[src/rtl/i2s_tx.sv]
// i2s_tx: Philips I2S master serializer for 24-bit stereo pairs.
// Ports: clk, rst (sync, active-high); s_valid/s_ready/s_left/s_right
// sample handshake; i2s_bclk/i2s_lrclk/i2s_sdata toward the DAC;
// underrun pulses when a frame goes out with no sample available.
module i2s_tx #(
  parameter int DATA_W   = 24,
  parameter int SLOT_W   = 32,
  parameter int BCLK_DIV = 4
) (
  input  logic              clk,
  input  logic              rst,
  input  logic              s_valid,
  output logic              s_ready,
  input  logic [DATA_W-1:0] s_left,
  input  logic [DATA_W-1:0] s_right,
  output logic              i2s_bclk,
  output logic              i2s_lrclk,
  output logic              i2s_sdata,
  output logic              underrun
);

  localparam int FR_W = 2 * SLOT_W;
  localparam int CW   = $clog2(2 * BCLK_DIV);
  localparam int KW   = $clog2(FR_W);
  localparam int PAD  = SLOT_W - 1 - DATA_W;

  localparam logic [CW-1:0] C_LAST = CW'(2 * BCLK_DIV - 1);
  localparam logic [CW-1:0] C_HI   = CW'(BCLK_DIV);
  localparam logic [KW-1:0] K_LAST = KW'(FR_W - 1);
  localparam logic [KW-1:0] K_R    = KW'(SLOT_W);

  typedef enum logic {IDLE, RUN} state_t;

  state_t state, state_n;

  logic [CW-1:0]     cnt, cnt_n;
  logic [KW-1:0]     k, k_n;
  logic [FR_W-1:0]   sh, load_word;
  logic [DATA_W-1:0] hold_l, hold_r;
  logic              xfer, per_end, boundary;

  // Each slot: one leading zero (I2S delay), sample MSB first, zero pad.
  function automatic logic [FR_W-1:0] frame(
    input logic [DATA_W-1:0] l,
    input logic [DATA_W-1:0] r
  );
    logic [SLOT_W-1:0] lw, rw;
    lw = SLOT_W'(l) << PAD;
    rw = SLOT_W'(r) << PAD;
    return {lw, rw};
  endfunction

  always_comb begin
    state_n   = state;
    xfer      = s_valid && s_ready;
    per_end   = (cnt == C_LAST);
    boundary  = (state == RUN) && per_end && (k == K_LAST);
    cnt_n     = per_end ? '0 : cnt + CW'(1);
    k_n       = k;
    load_word = '0;
    if (per_end)
      k_n = (k == K_LAST) ? '0 : k + KW'(1);
    // A full holding register wins; otherwise take the live inputs.
    if (!s_ready)
      load_word = frame(hold_l, hold_r);
    else if (s_valid)
      load_word = frame(s_left, s_right);
    unique case (state)
      IDLE: if (xfer) state_n = RUN;
      RUN:  state_n = RUN;
      default: state_n = IDLE;
    endcase
  end

  always_ff @(posedge clk) begin
    if (rst) state <= IDLE;
    else     state <= state_n;
  end

  always_ff @(posedge clk) begin
    if (rst) begin
      cnt       <= '0;
      k         <= '0;
      sh        <= '0;
      hold_l    <= '0;
      hold_r    <= '0;
      s_ready   <= 1'b1;
      i2s_bclk  <= 1'b0;
      i2s_lrclk <= 1'b0;
      i2s_sdata <= 1'b0;
      underrun  <= 1'b0;
    end else begin
      underrun <= 1'b0;
      if (state == IDLE) begin
        if (xfer) begin
          cnt       <= '0;
          k         <= '0;
          sh        <= load_word << 1;
          i2s_sdata <= load_word[FR_W-1];
        end
      end else begin
        cnt       <= cnt_n;
        k         <= k_n;
        i2s_bclk  <= (cnt_n >= C_HI);
        i2s_lrclk <= (k_n >= K_R);
        if (xfer && !boundary) begin
          hold_l  <= s_left;
          hold_r  <= s_right;
          s_ready <= 1'b0;
        end
        if (boundary) begin
          sh        <= load_word << 1;
          i2s_sdata <= load_word[FR_W-1];
          s_ready   <= 1'b1;
          if (s_ready && !s_valid)
            underrun <= 1'b1;
        end else if (per_end) begin
          sh        <= sh << 1;
          i2s_sdata <= sh[FR_W-1];
        end
      end
    end
  end

endmodule

[config.mk]
export PLATFORM = sky130hd
export DESIGN_NAME = i2s_tx
export DESIGN_NICKNAME = d
export VERILOG_FILES = /design/src/rtl/i2s_tx.sv
export SDC_FILE = /design/constraint.sdc
export NUM_CORES = 1
export LEC_CHECK = 0
export BUFFER_PORTS_ARGS = -buffer_cell sky130_fd_sc_hd__buf_2
export CAP_MARGIN = 40
export CELL_PAD_IN_SITES_DETAIL_PLACEMENT = 1
export CELL_PAD_IN_SITES_GLOBAL_PLACEMENT = 1
export CORE_MARGIN = 1.5
export CORE_UTILIZATION = 47
export DETAILED_ROUTE_END_ITERATION = 10
export HOLD_SLACK_MARGIN = 0.06
export PLACE_DENSITY_LB_ADDON = 0.1
export SYNTH_ARGS = -nofsm -noshare
export SYNTH_HDL_FRONTEND = slang
export SYNTH_SLANG_ARGS = --single-unit
export TNS_END_PERCENT = 10
[constraint.sdc]
create_clock -name clk -period 5.2 [get_ports clk]
set_input_delay 0.26 -clock clk [delete_from_list [all_inputs] [get_ports clk]]
set_output_delay 0.26 -clock clk [all_outputs]
set_load 0.005 [all_outputs]
==> metrics.yaml <==
global_route:
  first_global_vias: 4789
  antenna_found_initial: 0
  grt_max_degree: 76
  grt_overflow: 0
  grt_first_pass_wirelength_mm: 22.8
  grt_use_total: 0.249
final_layout:
  final_common_cell: "nand2_1"
  fin_cells: 832
  final_cell_mix: "nand2_1, dfxtp_1, a21oi_1"
  syn2layout_area_growth_pct: 16.7
  antenna_cells: 0
  final_layout_size_suffix_gt1_frac: 0.191
  fin_util: 0.569
  nNetsFinal: 734
drt:
  drtIter0Drc: 279
  wire_per_inst_um: 16.6
  antenna_left: 0
  drt-total-wl_mm: 13.8
  dr.pass1.iters: 4
  viasPerCell: 5.59
  drc: 0
  vias: 4655
yosys:
  synthFlopType: "dfxtp_1"
  syn_area_per_cell_um2: 8.23
  ys_ff_latch: 119
  synth_fp_nets: 706
  async_reset_ff_frac: 0
  synthCells: 651
  synthAdderAreaFrac: 0.00934
  synth_compound_area_frac: 0.205
  synth_xor_area_frac: 0.00163
  netlist_area_um2: 5360
  seq_area_frac_synth: 0.445
  synth_mux_area_frac: 0.105
  synth-edff-count: 0
  synth_cell_types: 38
  synth_top_family_by_area: "compound AO/OA/AOI/OAI gates"
  ys.warnings.count: 0
  synthSimpleGateAreaFrac: 0.182
sta:
  slew_headroom: 0.417
  hold_viol_final: 0
  final-setup-viol-count: 0
  rsz0062_at_grt: "no"
  finalSetupTns_ns: 0
  fmax_mhz: 367
  max_slew.worst_pin.slew_ns: 0.874
  post-route-min-period_ns: 2.72
  fin_crit_sh: 0.524
  skew_ns: 0.00766
  maxSlewViolCount: 0
clock_network:
  path_clk_slew_ns: 0.05
  postCtsSetupRepairBufs: 0
  post_cts_resized: 0
  cts_hold_buf: 0
  clock_path_buffers: 2
  cts_buffers: 17
  insertion_delay_ns: 0.42
  clock-root-buffer: "clkbuf_16"
  cts_sinks: 119
  htree_levels: 4
  cts_tree: "done"
min_path:
  hp-start: "s_right[10]"
  min_path_type: "in2reg"
critical_path:
  required_ns: 5.51
  start_kind: "flip-flop"
  crit_path_frequent_cell: "ha_1"
  crit_buf_inv: 1
  crit_path_start: "cnt[0]"
  worst-setup-path-type: "reg2reg"
  cp_max_fo: 30
  crit_path_cell_trace: "ha_1, ha_1, nand2_2, o21ai_4, buf_4, mux2_2, a22o_1"
  cp.arrival_ns: 3.03
  slowest_stage: "o21ai_4"
  endpoint_kind: "flip-flop"
  cp_slowest_stage_delay_ns: 0.55
  critPathTopFamily: "compound AO/OA/AOI/OAI gates"
  r2r-start: "cnt[0]"
placed_design:
  place_hpwl_mm: 8.16
  post-place-cells: 800
  portBuffers: 55
  routabilityCongestion: 0.736
run_status:
  outcome: "finished clean"
floorplanning:
  core-area_um2: 11000
  start_util: 0.488
  die_h_um: 110
  io_pins: 56
  die_w_um: 110
  core.rowCount: 38
  die_area_um2: 12100
flow_run:
  cap_violations: 0
pwr:
  power_leakage_uw: 0.00256
  irDropWorstVdd_mv: 0.230
  power_per_cell_area_nw_per_um2: 379
[routing by layer]
| layer | vias up | part of all wire | GRT usage |
|---|---|---|---|
| met5 | - | 0 | 0 |
| met4 | 0 | 0.016 | 0.105 |
| met3 | 18 | 0.031 | 0.0545 |
| met2 | 72 | 0.50 | 0.435 |
| met1 | 2266 | 0.46 | 0.293 |
| li1 | 2299 | - | - |
[worst register-to-register path: stages (launching register included)]
cell	delay, ns
dfxtp_1	0.35
ha_1	0.19
ha_1	0.30
nand2_2	0.15
o21ai_4	0.55
buf_4	0.49
mux2_2	0.40
a22o_1	0.18
[state kept, by name, indices dropped and copies added, names as in the netlist]
name and cells:
cnt 3, hold_l 24, hold_r 24, i2s_bclk 1, i2s_lrclk 1, i2s_sdata 1, k 6, s_ready 1
sh 56, state 1, underrun 1
[synthesized netlist by cell type (all sizes together), types with 2 or more instances]
cell      n  area (µm²)
inv       2        7.50
nor2     60         225
buf      31         189
mux2     48         541
mux2i     2        20.0
ha        4        50.1
and4      2        20.0
nand4     2        12.5
nand2   164         626
o21ai     5        28.8
a21oi   115         579
nand3b    2        15.0
a311oi    2        17.5
nand3    13        65.1
a22o     47         412
clkbuf   23        86.3
dfxtp   119        2380
[cells by family (layout without fill, tap and decap cells)]
group / after synthesis / in the layout
DFF: 119 / 119
AOI/OAI and AO/OA: 176 / 176
muxes: 50 / 50
xor gates and xnor gates: 1 / 1
adders and majority gates: 4 / 4
buffers and inverters: 56 / 97
and+or+nand+nor: 245 / 245
[worst paths after layout]
path	to	slack [ns]	depth (start not counted)
setup / recovery	sh[14]	2.48	7
hold / removal	hold_r[10]	0.09	3
setup reg to reg	sh[14]	2.48	7
hold reg to reg	sh[8]	0.46	2
[area by class of cell]
| type | count | area [µm²] |
|---|---|---|
| repair buffers | 63 | 395 |
| fillers | 1332 | 4730 |
| clock inverters | 11 | 105 |
| well taps | 140 | 175 |
| flip-flops and latches | 119 | 2390 |
| inverters | 2 | 7.51 |
| multi-input cells | 476 | 2720 |
| clock buffers | 21 | 460 |
[stage by stage]
step | hold slack [ns] | total power [µW] | cell area (µm²) | worst slack [ns]
after global routing | 0.0771 | 2470 | 6250 | 2.27
after CTS | 0.0756 | 2400 | 6250 | 2.44
final | 0.0906 | 2370 | 6250 | 2.48
after global placement | 0.442 | 1230 | 5610 | 2.45
after detailed placement | 0.449 | 1250 | 5690 | 2.46
after floorplan | 0.396 | 1180 | 5360 | 3.29
[report_power, final]
part,internal (µW),switching (µW),total (µW)
Clock,721,410,1130
Sequential,950,28.9,979
Combinational,110,150,260
Total,1780,588,2370
Note: power is estimated with default switching activity, not from simulation.
